--- src/rtl/quad_encoder_emu.sv ---
// quad_encoder_emu
// Multi-axis quadrature / direction-clock encoder emulator. Each axis
// accumulates signed position deltas and drains them as encoder steps at a
// programmable rate. While passthru is high, the external encoder inputs are
// forwarded through one register stage instead.
//
// Ports
//   clk          single clock, rising edge
//   reset_n      asynchronous active-low reset
//   delta_valid  per-axis delta offer
//   delta        per-axis signed delta, axis i at [i*DELTA_W +: DELTA_W]
//   delta_ready  per-axis acceptance (headroom left in the accumulator)
//   period       clock cycles between steps (0 and 1 both mean every cycle)
//   mode         0 = quadrature A/B, 1 = direction/clock
//   passthru     1 = forward ext_a/ext_b
//   ext_a/ext_b  external encoder inputs
//   enc_a/enc_b  encoder outputs (registered)
//   busy         accumulator non-zero (registered)
module quad_encoder_emu #(
    parameter int AXES     = 2,
    parameter int DELTA_W  = 8,
    parameter int ACC_W    = 12,
    parameter int PERIOD_W = 16
) (
    input  logic                     clk,
    input  logic                     reset_n,
    input  logic [AXES-1:0]          delta_valid,
    input  logic [AXES*DELTA_W-1:0]  delta,
    output logic [AXES-1:0]          delta_ready,
    input  logic [PERIOD_W-1:0]      period,
    input  logic                     mode,
    input  logic                     passthru,
    input  logic [AXES-1:0]          ext_a,
    input  logic [AXES-1:0]          ext_b,
    output logic [AXES-1:0]          enc_a,
    output logic [AXES-1:0]          enc_b,
    output logic [AXES-1:0]          busy
);

    // Accept window: any in-window acc plus any DELTA_W delta stays representable.
    localparam int ACC_HI_I = (1 << (ACC_W - 1)) - 1 - (1 << (DELTA_W - 1));
    localparam int ACC_LO_I = -(1 << (ACC_W - 1)) + (1 << (DELTA_W - 1));
    localparam logic signed [ACC_W-1:0] ACC_HI   = ACC_W'(ACC_HI_I);
    localparam logic signed [ACC_W-1:0] ACC_LO   = ACC_W'(ACC_LO_I);
    localparam logic signed [ACC_W-1:0] ACC_ONE  = ACC_W'(1);
    localparam logic signed [ACC_W-1:0] ACC_MONE = {ACC_W{1'b1}};

    // Output encoding: bit 1 = A, bit 0 = B.
    function automatic logic [1:0] encode(input logic m, input logic [1:0] ph, input logic d);
        logic [1:0] ab;
        if (m) begin
            ab = {d, ph[0]};
        end else begin
            ab = {ph[1] ^ ph[0], ph[1]};
        end
        return ab;
    endfunction

    logic signed [ACC_W-1:0] acc_q   [AXES];
    logic signed [ACC_W-1:0] acc_d   [AXES];
    logic [PERIOD_W-1:0]     cnt_q   [AXES];
    logic [PERIOD_W-1:0]     cnt_d   [AXES];
    logic [1:0]              phase_q [AXES];
    logic [1:0]              phase_d [AXES];
    logic [AXES-1:0]         dir_q, dir_d;
    logic [AXES-1:0]         enc_a_q, enc_a_d;
    logic [AXES-1:0]         enc_b_q, enc_b_d;
    logic [AXES-1:0]         busy_q, busy_d;

    logic signed [ACC_W-1:0] dext_s  [AXES];
    logic [AXES-1:0]         ready_s, accept_s, step_s;
    logic [PERIOD_W-1:0]     period_eff_s;
    logic [1:0]              enc_s   [AXES];

    // Effective period: 0 behaves like 1.
    always_comb begin
        if (period == '0) begin
            period_eff_s = PERIOD_W'(1);
        end else begin
            period_eff_s = period;
        end
    end

    // Per-axis next-state: accept, step decision, accumulator, counter, phase, outputs.
    always_comb begin
        ready_s  = '0;
        accept_s = '0;
        step_s   = '0;
        dir_d    = dir_q;
        enc_a_d  = '0;
        enc_b_d  = '0;
        busy_d   = '0;
        for (int i = 0; i < AXES; i++) begin
            dext_s[i]  = {{(ACC_W-DELTA_W){delta[i*DELTA_W + DELTA_W - 1]}},
                          delta[i*DELTA_W +: DELTA_W]};
            ready_s[i] = !passthru && (acc_q[i] >= ACC_LO) && (acc_q[i] <= ACC_HI);
            accept_s[i] = delta_valid[i] && ready_s[i];
            // Compare one bit wider so cnt+1 cannot wrap.
            step_s[i] = !passthru && (acc_q[i] != '0) &&
                        (({1'b0, cnt_q[i]} + {{PERIOD_W{1'b0}}, 1'b1}) >= {1'b0, period_eff_s});

            acc_d[i]   = acc_q[i];
            phase_d[i] = phase_q[i];
            cnt_d[i]   = '0;

            if (passthru) begin
                acc_d[i] = '0;
            end else begin
                if (accept_s[i]) begin
                    acc_d[i] = acc_q[i] + dext_s[i];
                end else begin
                    acc_d[i] = acc_q[i];
                end
                // Step direction follows the sign of acc before this edge.
                if (step_s[i]) begin
                    if (acc_q[i][ACC_W-1]) begin
                        acc_d[i]   = acc_d[i] + ACC_ONE;
                        phase_d[i] = phase_q[i] - 2'd1;
                        dir_d[i]   = 1'b1;
                    end else begin
                        acc_d[i]   = acc_d[i] + ACC_MONE;
                        phase_d[i] = phase_q[i] + 2'd1;
                        dir_d[i]   = 1'b0;
                    end
                end else begin
                    phase_d[i] = phase_q[i];
                end
                // Counter runs only while there is something to emit between steps.
                if ((acc_q[i] == '0) || (acc_d[i] == '0) || step_s[i]) begin
                    cnt_d[i] = '0;
                end else begin
                    cnt_d[i] = cnt_q[i] + PERIOD_W'(1);
                end
            end

            enc_s[i] = encode(mode, phase_d[i], dir_d[i]);
            if (passthru) begin
                enc_a_d[i] = ext_a[i];
                enc_b_d[i] = ext_b[i];
            end else begin
                enc_a_d[i] = enc_s[i][1];
                enc_b_d[i] = enc_s[i][0];
            end
            busy_d[i] = (acc_d[i] != '0);
        end
    end

    // State and output registers.
    always_ff @(posedge clk or negedge reset_n) begin
        if (!reset_n) begin
            for (int i = 0; i < AXES; i++) begin
                acc_q[i]   <= '0;
                cnt_q[i]   <= '0;
                phase_q[i] <= 2'd0;
            end
            dir_q   <= '0;
            enc_a_q <= '0;
            enc_b_q <= '0;
            busy_q  <= '0;
        end else begin
            for (int i = 0; i < AXES; i++) begin
                acc_q[i]   <= acc_d[i];
                cnt_q[i]   <= cnt_d[i];
                phase_q[i] <= phase_d[i];
            end
            dir_q   <= dir_d;
            enc_a_q <= enc_a_d;
            enc_b_q <= enc_b_d;
            busy_q  <= busy_d;
        end
    end

    assign delta_ready = ready_s;
    assign enc_a       = enc_a_q;
    assign enc_b       = enc_b_q;
    assign busy        = busy_q;

endmodule

--- config.mk ---
export PLATFORM = sky130hd
export DESIGN_NAME = quad_encoder_emu
export DESIGN_NICKNAME = d
export VERILOG_FILES = /design/src/rtl/quad_encoder_emu.sv
export SDC_FILE = /design/constraint.sdc
export NUM_CORES = 1
export LEC_CHECK = 0
export BUFFER_PORTS_ARGS = -buffer_cell sky130_fd_sc_hd__buf_2
export CAP_MARGIN = 20
export CORE_MARGIN = 2
export CORE_UTILIZATION = 45
export CTS_BUF_LIST = sky130_fd_sc_hd__clkbuf_4
export CTS_CLUSTER_DIAMETER = 50
export CTS_CLUSTER_SIZE = 14
export DETAILED_ROUTE_END_ITERATION = 16
export PLACE_DENSITY = 0.66
export REMOVE_ABC_BUFFERS = 1
export SKIP_CTS_REPAIR_TIMING = 1
export SYNTH_ARGS = -nofsm -noshare
export SYNTH_HDL_FRONTEND = slang
export SYNTH_SLANG_ARGS = --single-unit
--- constraint.sdc ---
create_clock -name clk -period 5.4 [get_ports clk]
set_input_delay 0.81 -clock clk [delete_from_list [all_inputs] [get_ports clk]]
set_output_delay 0.81 -clock clk [all_outputs]
set_load 0.05 [all_outputs]
# == Word level (Yosys, flattened, before mapping) ==
# Cells that the tools add are included.
# classes
add_sub_neg,14
mul,0
div_mod_pow,0
magnitude_cmp,6
n_eq_ne,0
shifts,0
muxes,35
bitwise,2
n_reduce_logical,24
# ops
cell,count
$mux 12,12
$mux 16,5
$logic_not 12->1,4
$reduce_bool 12->1,4
$add 16x1->17 const B,2
$ge 17x16->1,2
$add 16x1->16 const B,2
$add 12x1->12 const B,2
$add 12x2->12 const B,2
$add 12x8->12,2
$ge 12x12->1 const B,2
$le 12x12->1 const B,2
$logic_not 16->1,1
$mux 2,8
$logic_and 1x1->1,10
$mux 1,10
$add 2x1->2 const B,2
$logic_or 1x1->1,4
$sub 2x1->2 const B,2
$xor 1x1->1,2
$logic_not 1->1,1
# totals
ff_bits,68
latch_bits,0
mem_bits_rw,0
rom_bits,0
inputBits,42
out_inout_bits,8
word_cells,91
n_memories,0

# == Depth between registers and ports, before layout ==
# Gate-level depths: netlist (run 1).
# logic_depth
word_depth,15
ltp_mapped,23

# == Worst setup path before layout (run 1) ==
# OpenSTA, ideal clock, no wires.
# synth_path
path_kind,input -> register
start,in delta[8]
end,reg cnt_q[10] in the netlist's numbering
setup_time_ps,136
t_arrival_ps,4436
t_required_ps,5264
setup_slack_ps,829
stages,23
path_cell_list,ha_1 inv_1 fa_1 nand2b_1 a21oi_1 o31a_1 o22ai_1 xor2_1 nor2_1 a21oi_1 inv_1 ha_1 a21o_1 a31o_2 a21oi_1 nor2b_1 a311oi_1 mux2i_1 xnor2_1 and4_1 buf_2 buf_2 nor3b_1
# synth_lines
item,line,source
from (decl),28,"input logic [AXES*DELTA_W-1:0] delta,"
"to (signal, indexed assignment)",163,cnt_q[i] <= cnt_d[i];
to (decl),61,logic [PERIOD_W-1:0] cnt_q [AXES];

==> flow_summary_export.csv, run 1 <==
group,metric,value,unit
placement,gpl.final_weighted_congestion,0.8870,
detailed_routing,first_iter_violations,420,
worst_setup_path,critPathLaunchType,"flop",
clocking,tritoncts,"yes",
detailed_routing,detail_route.vias_per_cell,5.779,
timing,slew_at_the_pin_with_the_worst_max_slew_slack,892.9,ps
timing,final_min_period_over_clock_period,0.8946,
final_layout,relative_area_change_from_synthesis_to_final_layout,9.075,%
floorplanning,dieHeight,124.1,um
final_layout,antenna_cells,0,
timing,fmaxAchievable,207.0,MHz
outcome,result_of_the_run,"finished, final reports clean",
timing,rsz0062_at_grt,"no",
worst_setup_path,setup.worst_path.class,"reg2reg",
placement,final_hpwl_from_detailed_placement,12200,um
clocking,cts_buffer_depth,2,
yosys,yosys.area_share.xor_xnor,0.09422,
worst_setup_path,required_time_of_the_critical_path,5750,ps
yosys,post_synth_main_area_contributors,"sky130_fd_sc_hd__dfrtp_1 26%, sky130_fd_sc_hd__ha_1 15%, sky130_fd_sc_hd__xnor2_1 5.0%",
worst_setup_path,cp-endpoint,"cnt_q[1]$_DFF_PN0_",
yosys,synthFlopType,"sky130_fd_sc_hd__dfrtp_1",
worst_setup_path,critical_path_end_type,"flop",
floorplanning,fp-row-count,43,
detailed_routing,routed_vias,5727,
clocking,clock_root_buffer_master,"sky130_fd_sc_hd__clkbuf_4",
yosys,synth_fa_ha_area_frac,0.1588,
timing,finalClockSkew,22.13,ps
power_and_ir_drop,cellPowerDensity,239.1,nW/um^2
clocking,clk_pin_slew_worst_paths,130,ps
timing,fin_setup_tns,0,ps
worst_setup_path,reg2reg_to,"cnt_q[1]$_DFF_PN0_",
yosys,synth_top_area_frac,0.2620,
yosys,largest_family_of_logic_cells_by_synthesized_area,"simple AND/OR/NAND/NOR gates",
global_routing,grt_first_pass_wirelength,26100,um
timing,timing.final.max_slew_violations,0,
worst_setup_path,critPathLaunch,"acc_q[0]$_DFF_PN0_",
floorplanning,pin_count,50,
yosys,synth-edff-count,0,
floorplanning,die_extent_in_x,124.1,um
yosys,yosys-top-cells-count,"76 x sky130_fd_sc_hd__ha_1, 68 x sky130_fd_sc_hd__dfrtp_1, 62 x sky130_fd_sc_hd__nand2_1",
yosys,seq_area_frac_synth,0.2620,
global_routing,grt_start_max_net_pins,69,
timing,report.final.hold_viol_count,0,
final_layout,final_core_util,0.5064,
timing,min_period,4831,ps
floorplanning,design.die.area,15410,um^2
final_layout,layout-drive-gt1-share,0.1258,
floorplanning,core-area,13990,um^2
worst_setup_path,r2r_setup_slack,570,ps
placement,portBuffers,49,
clocking,cts_inserted_buffers,9,
timing,slew_headroom,0.4047,
global_routing,track_usage,0.2138,
global_routing,grt_antenna_before_repair,0,
worst_setup_path,path_max_fanout,16,
clocking,h_tree_levels,3,
yosys,ys_types,73,
yosys,yosysWarningCount,0,
clocking,clock_sinks,68,
worst_setup_path,worst-endpoint-arrival,5180,ps
placement,place_ws,221.3,ps
detailed_routing,firstDrtPassIters,5,
global_routing,vias_in_the_first_global_route,5637,
yosys,postSynthRegisterBits,68,
yosys,post_synth_instance_area,6494,um^2
timing,finalWorstSetupSlack,569.0,ps
yosys,syn_area_per_cell,8.544,um^2
power_and_ir_drop,power_leakage,3.384,nW
final_layout,nNetsFinal,928,
detailed_routing,totalWireLength,15490,um
detailed_routing,detail-route-antenna-nets,0,
min_path,worst_hold_path_type,"in2async",
floorplanning,initial_core_util,0.4642,
yosys,synth_most_common_cell,"sky130_fd_sc_hd__ha_1",
detailed_routing,drt-wirelength-per-cell,15.63,um
flow_run,maxCapViolCount,0,
yosys,post_synth_mux_area_share,0.01734,
yosys,synth_compound_area_frac,0.2098,
worst_setup_path,critical_path.reg2reg.startpoint,"acc_q[0]$_DFF_PN0_",
detailed_routing,drt_drc_violations_left,0,
global_routing,grt_remaining_overflow,0,
yosys,post_synth_and_or_nand_nor_area_fraction,0.2177,
worst_setup_path,rr_worst_depth,21,
yosys,synthArstFlopShare,1.000,
yosys,post_synth_top_area_cell,"sky130_fd_sc_hd__dfrtp_1",
timing,timing.final.setup_violations,0,
power_and_ir_drop,power.ir.vdd_worst,154.0,uV
yosys,netlist_instances,760,
clocking,worstSkewPairLatency,480,ps
[registers in the layout, summed over array words and instances (netlist names)]
signal   flops
acc_q       24
busy         2
cnt_q       32
dir_q        2
enc_a        2
enc_b        2
phase_q      4
[through the flow]
| stage | power, mW | instance area [um^2] | std cells | hold WS [ps] |
|---|---|---|---|---|
| detailed placement | 1.322 | 6932 | 975 | 515.5 |
| CTS | 1.701 | 7083 | 991 | 519.6 |
| finish | 1.693 | 7083 | 991 | 497.8 |
| global placement | 1.302 | 6932 | 975 | 469.0 |
| floorplan | 1.137 | 6395 | 739 | 450.2 |
| global route | 1.816 | 7083 | 991 | 563.5 |
[report_power, final]
| group | switching (mW) | internal, mW |
|---|---|---|
| clock network | 0.223 | 0.148 |
| logic | 0.456 | 0.297 |
| registers | 0.0334 | 0.535 |
[cell type report]
class | count | area [um^2]
Clock inverter | 7 | 83.83
Fill cell | 1325 | 6905
Sequential cell | 68 | 1702
Clock buffer | 9 | 67.56
Tap cell | 180 | 225.2
Multi-Input combinational cell | 628 | 4546
Timing Repair Buffer | 56 | 297.8
Inverter | 43 | 161.4
[cell usage in the layout (no fill, tap or decap), drive strengths merged, types with 9 or more instances in the layout]
master,Yosys,layout
nor3b,16,16
nand4,9,9
nor4,14,14
mux2i,10,10
and3,10,10
dfrtp,68,68
nand2b,9,9
nor2,63,63
a21o,16,16
nor3,23,23
inv,43,46
ha,76,76
nand3,25,25
o21a,9,9
xnor2,38,38
a21oi,49,49
buf,6,56
o21ai,45,45
xor2,31,31
clkbuf,15,9
a211oi,19,19
nand2,62,62
nor2b,22,22
o211ai,9,9
[layer usage]
layer  GRT usage  up-vias  wire length (um)
met5           0        -                 0
met4     0.06601        0               293
met3     0.04121       25               672
met2      0.3607      129              7348
met1      0.2761     2705              7174
li1            -     2868                 -
[how the worst min path moves through the flow]
| stage | start | slack [ps] | end |
|---|---|---|---|
| floorplan | dir_q[1]$_DFF_PN0_ | 450 | dir_q[1]$_DFF_PN0_ |
| finish | reset_n | 500 | acc_q[17]$_DFF_PN0_ |
| global route | cnt_q[0]$_DFF_PN0_ | 560 | cnt_q[0]$_DFF_PN0_ |
| detailed placement | phase_q[1]$_DFF_PN0_ | 520 | phase_q[1]$_DFF_PN0_ |
| global placement | dir_q[1]$_DFF_PN0_ | 470 | dir_q[1]$_DFF_PN0_ |
| CTS | ext_b[0] | 520 | enc_b[0]$_DFF_PN0_ |
[critical path, stage by stage, from the launching register on]
cell and delay (ps):
sky130_fd_sc_hd__dfrtp_1 470, sky130_fd_sc_hd__ha_1 200, sky130_fd_sc_hd__inv_1 50, sky130_fd_sc_hd__fa_1 390
sky130_fd_sc_hd__nand2b_1 180, sky130_fd_sc_hd__a21oi_1 260, sky130_fd_sc_hd__o31a_1 210, sky130_fd_sc_hd__o22ai_1 110
sky130_fd_sc_hd__xor2_1 140, sky130_fd_sc_hd__nor2_1 60, sky130_fd_sc_hd__a21oi_1 280, sky130_fd_sc_hd__inv_1 80
sky130_fd_sc_hd__ha_1 350, sky130_fd_sc_hd__a21o_1 170, sky130_fd_sc_hd__a31o_2 230, sky130_fd_sc_hd__a21oi_1 150
sky130_fd_sc_hd__nor2b_1 60, sky130_fd_sc_hd__a311oi_1 230, sky130_fd_sc_hd__mux2i_1 120, sky130_fd_sc_hd__xnor2_1 270
sky130_fd_sc_hd__and4_1 580, sky130_fd_sc_hd__nor3b_1 120
[kinds of logic (layout without fill, tap and decap cells)]
kind of cell | after synthesis | count (layout)
xor+xnor | 69 | 69
mux | 10 | 10
fa+ha+maj | 80 | 80
compound gates | 197 | 197
buf+inv | 64 | 115
flops | 68 | 68
simple gates | 272 | 272
Power figures use the tool's default switching activity.
==> run 2: changes to the inputs <==
--- a/config.mk
+++ b/config.mk
@@ -7,6 +7,7 @@
 export LEC_CHECK = 0
 export BUFFER_PORTS_ARGS = -buffer_cell sky130_fd_sc_hd__buf_2
 export CAP_MARGIN = 20
+export CORE_ASPECT_RATIO = 1.1
 export CORE_MARGIN = 2
 export CORE_UTILIZATION = 45
 export CTS_BUF_LIST = sky130_fd_sc_hd__clkbuf_4
==> run 2 against run 1 <==
  * Clock-buffer cell count is the same
  * Via count shrank 2.9%
  * Final cell count increased by 1.8%
  * Register-to-register slack gained 160 ps
  * Combinational power shrank 0.9%
  * Largest power group unchanged
  * Worst setup slack improved by 160 ps
  * Sequential share of layout area decreased by 0.30 points
  * Sequential power hardly changed
==> flow_summary_export.csv, run 2 (same netlist as run 1, synthesis figures left out) <==
group,metric,value,unit
detailed_routing,detail_route.vias_per_cell,5.512,
detailed_routing,firstDrtPassIters,4,
timing,finalClockSkew,10.68,ps
clocking,clk_pin_slew_worst_paths,120,ps
worst_setup_path,worst-endpoint-arrival,5000,ps
timing,timing.final.max_slew_violations,0,
final_layout,largest_registers,"cnt_q x32, acc_q x24, phase_q x4",
final_layout,flip_flop_count_of_the_largest_register_all_copies_and_words_added,32,
clocking,cts_inserted_buffers,9,
floorplanning,fp-row-count,46,
final_layout,relative_area_change_from_synthesis_to_final_layout,10.44,%
global_routing,grt_start_max_net_pins,69,
worst_setup_path,critical_path.reg2reg.startpoint,"acc_q[0]$_DFF_PN0_",
timing,min_period,4671,ps
power_and_ir_drop,power_leakage,3.426,nW
min_path,worst_hold_path_type,"in2async",
timing,rsz0062_at_grt,"no",
timing,slew_headroom,0.4112,
worst_setup_path,r2r_setup_slack,730,ps
timing,fin_setup_tns,0,ps
clocking,cts_buffer_depth,2,
worst_setup_path,critPathLaunch,"acc_q[0]$_DFF_PN0_",
clocking,tritoncts,"yes",
floorplanning,design.die.area,15410,um^2
outcome,result_of_the_run,"finished, final reports clean",
power_and_ir_drop,p_total,1.741,mW
global_routing,grt_first_pass_wirelength,25110,um
placement,dpl_cell_area,6987,um^2
global_routing,grt_antenna_before_repair,1,
final_layout,largest-register,"cnt_q",
timing,final_min_period_over_clock_period,0.8650,
worst_setup_path,critical_path_end_type,"flop",
floorplanning,initial_core_util,0.4549,
floorplanning,die_extent_in_x,118.5,um
placement,portBuffers,49,
detailed_routing,drt_drc_violations_left,0,
worst_setup_path,path_max_fanout,16,
floorplanning,core-area,14270,um^2
worst_setup_path,critPathLaunchType,"flop",
clocking,worstSkewPairLatency,420,ps
final_layout,finish.instance_area,7172,um^2
final_layout,layout_common_cells,"76 x sky130_fd_sc_hd__ha_1, 68 x sky130_fd_sc_hd__dfrtp_1, 62 x sky130_fd_sc_hd__nand2_1, 61 x sky130_fd_sc_hd__nor2_1, 49 x sky130_fd_sc_hd__a21oi_1",
clocking,clock_root_buffer_master,"sky130_fd_sc_hd__clkbuf_4",
detailed_routing,first_iter_violations,316,
timing,report.final.hold_viol_count,0,
final_layout,nNetsFinal,933,
timing,timing.final.setup_violations,0,
worst_setup_path,required_time_of_the_critical_path,5730,ps
clocking,clock_sinks,68,
worst_setup_path,rr_worst_depth,22,
timing,slew_at_the_pin_with_the_worst_max_slew_slack,883.1,ps
detailed_routing,totalWireLength,14910,um
global_routing,grt_remaining_overflow,0,
placement,gpl.final_weighted_congestion,0.9058,
timing,fmaxAchievable,214.1,MHz
worst_setup_path,cp-endpoint,"cnt_q[15]$_DFF_PN0_",
global_routing,vias_in_the_first_global_route,5422,
detailed_routing,drt-wirelength-per-cell,14.78,um
final_layout,most_common_cell_after_layout_fill_and_taps_aside,"sky130_fd_sc_hd__ha_1",
worst_setup_path,setup.worst_path.class,"reg2reg",
flow_run,maxCapViolCount,0,
final_layout,layout-drive-gt1-share,0.1299,
global_routing,track_usage,0.1986,
floorplanning,pin_count,50,
clocking,h_tree_levels,3,
power_and_ir_drop,power.ir.vdd_worst,114.1,uV
worst_setup_path,reg2reg_to,"cnt_q[15]$_DFF_PN0_",
detailed_routing,routed_vias,5562,
power_and_ir_drop,cellPowerDensity,242.7,nW/um^2
floorplanning,dieHeight,130.0,um
detailed_routing,detail-route-antenna-nets,0,
placement,final_hpwl_from_detailed_placement,11820,um
run 2: worst min-delay path by stage:
stage                             from             endpoint  cells after the start
floorplan           dir_q[1]$_DFF_PN0_   dir_q[1]$_DFF_PN0_                      2
global placement    dir_q[1]$_DFF_PN0_   dir_q[1]$_DFF_PN0_                      2
detailed placement  dir_q[1]$_DFF_PN0_   dir_q[1]$_DFF_PN0_                      2
CTS                            reset_n  acc_q[12]$_DFF_PN0_                      1
global route                   reset_n  acc_q[12]$_DFF_PN0_                      1
finish                         reset_n  acc_q[12]$_DFF_PN0_                      1
run 2: final cells by class:
cell class | count | area, um^2
fill | 1442 | 7102
multi-input combinational | 628 | 4546
sequential | 68 | 1702
timing repair buffer | 61 | 337.8
tap | 192 | 240.2
inverter | 43 | 161.4
clock inverter | 7 | 115.1
clock buffer | 9 | 67.56
antenna | 1 | 2.502
run 2: worst max-delay path, cell delays in order (launching register included):
cell and delay, ps:
sky130_fd_sc_hd__dfrtp_1 470, sky130_fd_sc_hd__ha_1 200, sky130_fd_sc_hd__inv_1 50, sky130_fd_sc_hd__fa_1 390
sky130_fd_sc_hd__nand2b_1 190, sky130_fd_sc_hd__a21oi_1 200, sky130_fd_sc_hd__o31a_1 210, sky130_fd_sc_hd__o22ai_1 120
sky130_fd_sc_hd__xor2_1 150, sky130_fd_sc_hd__nor2_1 60, sky130_fd_sc_hd__a21oi_1 300, sky130_fd_sc_hd__inv_1 80
sky130_fd_sc_hd__ha_1 350, sky130_fd_sc_hd__a21o_1 180, sky130_fd_sc_hd__a31o_2 220, sky130_fd_sc_hd__a21oi_1 160
sky130_fd_sc_hd__nor2b_1 60, sky130_fd_sc_hd__a311oi_1 230, sky130_fd_sc_hd__mux2i_1 120, sky130_fd_sc_hd__xnor2_1 180
sky130_fd_sc_hd__and4_1 220, sky130_fd_sc_hd__buf_4 190, sky130_fd_sc_hd__nor3b_1 220
run 2: stage by stage:
step,cells,util,hold WS (ps),worst slack (ps)
3_5_place_dp,992,0.4895,481.3,375.5
2_1_floorplan,739,-,450.2,362.3
6_report,1009,0.5025,505.7,729.0
4_1_cts,1008,0.5023,508.2,785.4
5_1_grt,1009,0.5025,547.0,340.4
3_3_place_gp,992,0.4895,467.4,402.7
run 2: layer usage:
layer  GRT usage  up-vias  part of all wire
met5           0        -                 0
met4     0.06723        0             0.013
met3     0.03147       12             0.035
met2      0.3381       83              0.47
met1      0.2589     2577              0.48
li1            -     2890                 -
run 2: power breakdown:
part           internal (mW)  leakage, nW  total, mW  switching (mW)
Clock                  0.233       0.0936      0.425           0.193
Sequential             0.535        0.919      0.568          0.0331
Combinational          0.301         2.41      0.747           0.447
Total                   1.07         3.43       1.74           0.673
==> run 3: changes to the inputs <==
==> constraint.sdc (replaced) <==
create_clock -name clk -period 5.4 [get_ports clk]
set_input_delay 0.27 -clock clk [delete_from_list [all_inputs] [get_ports clk]]
set_output_delay 0.27 -clock clk [all_outputs]
set_load 0.05 [all_outputs]
==> run 3 against run 2 <==
  * Global-route usage is 0.47 points higher
  * Maximum frequency down 3.2%
  * Clock power increased by 3%
  * First-iteration DRC count is 4.1% lower
  * Register-to-register slack worse by 150 ps
  * Combinational power is 0.5% higher
  * Core utilization shrank 0.096 points
  * Non-clock buffer count down 2
  * Power increased by 0.84%
  * Critical path type unchanged
==> flow_summary_export.csv, run 3 (same netlist as run 1, synthesis figures left out) <==
group,metric,value,unit
clocking,clk_pin_slew_worst_paths,130,ps
floorplanning,core-area,14270,um^2
global_routing,grt_antenna_before_repair,1,
final_layout,area_taken_by_flip_flops_and_latches,1702,um^2
clocking,worstSkewPairLatency,460,ps
power_and_ir_drop,power_leakage,3.411,nW
final_layout,multi_input_area,4546,um^2
global_routing,vias_in_the_first_global_route,5438,
worst_setup_path,worst-endpoint-arrival,5140,ps
detailed_routing,firstDrtPassIters,4,
timing,timing.final.max_slew_violations,0,
final_layout,largest_registers,"cnt_q x32, acc_q x24, phase_q x4",
timing,hold_ws,31.40,ps
clocking,cts_buffer_depth,2,
final_layout,n_fill_cell,1440,
clocking,clock_sinks,68,
final_layout,largest-register,"cnt_q",
timing,report.final.hold_viol_count,0,
global_routing,track_usage,0.2033,
placement,final_hpwl_from_detailed_placement,11850,um
worst_setup_path,critical_path_end_type,"flop",
final_layout,flip_flop_count_of_the_largest_register_all_copies_and_words_added,32,
detailed_routing,drt-wirelength-per-cell,15.10,um
timing,timing.final.setup_violations,0,
worst_setup_path,required_time_of_the_critical_path,5720,ps
power_and_ir_drop,p_clk_frac,0.250,
floorplanning,die_extent_in_x,118.5,um
min_path,worst_hold_path_type,"in2reg",
outcome,result_of_the_run,"finished, final reports clean",
worst_setup_path,setup.worst_path.class,"reg2reg",
floorplanning,initial_core_util,0.4549,
flow_run,maxCapViolCount,0,
detailed_routing,detail-route-antenna-nets,0,
clocking,clock_root_buffer_master,"sky130_fd_sc_hd__clkbuf_4",
power_and_ir_drop,p_total,1.756,mW
power_and_ir_drop,netSwitchingPower,0.6892,mW
power_and_ir_drop,cellPowerDensity,245.3,nW/um^2
timing,slew_headroom,0.3934,
detailed_routing,totalWireLength,15200,um
detailed_routing,detail_route.vias_per_cell,5.582,
final_layout,layout_common_cells,"76 x sky130_fd_sc_hd__ha_1, 68 x sky130_fd_sc_hd__dfrtp_1, 62 x sky130_fd_sc_hd__nand2_1, 61 x sky130_fd_sc_hd__nor2_1, 49 x sky130_fd_sc_hd__a21oi_1",
timing,slew_at_the_pin_with_the_worst_max_slew_slack,909.9,ps
final_layout,nNetsFinal,931,
clocking,h_tree_levels,3,
final_layout,final_core_util,0.5015,
clocking,tritoncts,"yes",
final_layout,most_common_cell_after_layout_fill_and_taps_aside,"sky130_fd_sc_hd__ha_1",
floorplanning,design.die.area,15410,um^2
placement,place_ws,651.0,ps
detailed_routing,routed_vias,5621,
power_and_ir_drop,switching_part_of_the_total_power,0.3926,
timing,finalClockSkew,21.19,ps
worst_setup_path,path_max_fanout,16,
timing,fmaxAchievable,207.2,MHz
detailed_routing,first_iter_violations,303,
timing,rsz0062_at_grt,"no",
floorplanning,pin_count,50,
power_and_ir_drop,p_int,1.066,mW
global_routing,grt_start_max_net_pins,69,
power_and_ir_drop,power.sequential.fraction,0.322,
global_routing,grt_remaining_overflow,0,
power_and_ir_drop,combPwrFrac,0.428,
timing,finalWorstSetupSlack,574.5,ps
detailed_routing,drt_drc_violations_left,0,
timing,final_min_period_over_clock_period,0.8936,
placement,portBuffers,49,
final_layout,relative_area_change_from_synthesis_to_final_layout,10.23,%
floorplanning,dieHeight,130.0,um
placement,gpl.final_weighted_congestion,0.8645,
power_and_ir_drop,power.ir.vdd_worst,110.9,uV
final_layout,layout-drive-gt1-share,0.1253,
floorplanning,fp-row-count,46,
clocking,cts_inserted_buffers,9,
timing,fin_setup_tns,0,ps
global_routing,grt_first_pass_wirelength,25610,um
timing,min_period,4825,ps
worst_setup_path,critPathLaunchType,"flop",
==> run 3: final cells by class <==
class,count,share of cell area
Multi-Input combinational cell,628,0.6350
Tap cell,192,0.03356
Sequential cell,68,0.2377
Inverter,43,0.02255
Clock buffer,9,0.009439
Clock inverter,7,0.01591
Timing Repair Buffer,59,0.04545
Antenna cell,1,0.0003496
==> run 3: per-stage QoR <==
step                      std cells  cell area [um^2]
after global placement          989              6964
after global routing           1007              7158
after CTS                      1005              7146
final                          1007              7158
after detailed placement        989              6964
after floorplan                 739              6395
==> run 3: power groups by stage <==
stage	Combinational [mW]	Clock, mW	Sequential [mW]
final	0.751	0.438	0.566
after global placement	0.742	0	0.575
after global routing	0.838	0.470	0.570
after CTS	0.750	0.445	0.566
after floorplan	0.553	0	0.585
after detailed placement	0.744	0	0.575
==> run 3: metal layers <==
| metal | vias up | global-route usage | wire length (um) |
|---|---|---|---|
| met2 | 99 | 0.3448 | 7243 |
| met5 | - | 0 | 0 |
| met3 | 17 | 0.03191 | 473 |
| li1 | 2881 | - | - |
| met1 | 2624 | 0.2686 | 7299 |
| met4 | 0 | 0.06303 | 187 |
==> run 3: final timing paths <==
path | startpoint | endpoint | slack [ps] | depth (start not counted)
setup reg to reg | acc_q[0]$_DFF_PN0_ | cnt_q[15]$_DFF_PN0_ | 570 | 21
hold reg to reg | dir_q[1]$_DFF_PN0_ | dir_q[1]$_DFF_PN0_ | 510 | 2
setup / recovery | acc_q[0]$_DFF_PN0_ | cnt_q[15]$_DFF_PN0_ | 570 | 21
max in group asynchronous | reset_n | cnt_q[25]$_DFF_PN0_ | 4330 | 2
hold / removal | ext_b[1] | enc_b[1]$_DFF_PN0_ | 30 | 3
min in group asynchronous | reset_n | acc_q[5]$_DFF_PN0_ | 480 | 2
==> run 3: worst max-delay path, cell delays in order, from the launching register on <==
cell and delay [ps]:
sky130_fd_sc_hd__dfrtp_1 430, sky130_fd_sc_hd__ha_1 180, sky130_fd_sc_hd__inv_1 50, sky130_fd_sc_hd__fa_1 390, sky130_fd_sc_hd__nand2b_1 180, sky130_fd_sc_hd__a21oi_1 270, sky130_fd_sc_hd__o31a_1 220, sky130_fd_sc_hd__o22ai_1 100
sky130_fd_sc_hd__xor2_1 140, sky130_fd_sc_hd__nor2_1 50, sky130_fd_sc_hd__a21oi_1 280, sky130_fd_sc_hd__inv_1 80, sky130_fd_sc_hd__ha_1 350, sky130_fd_sc_hd__a21o_1 180, sky130_fd_sc_hd__a31o_2 220, sky130_fd_sc_hd__a21oi_1 150
sky130_fd_sc_hd__nor2b_1 60, sky130_fd_sc_hd__a311oi_1 230, sky130_fd_sc_hd__mux2i_1 110, sky130_fd_sc_hd__xnor2_1 290, sky130_fd_sc_hd__and4_1 610, sky130_fd_sc_hd__nor3b_1 110
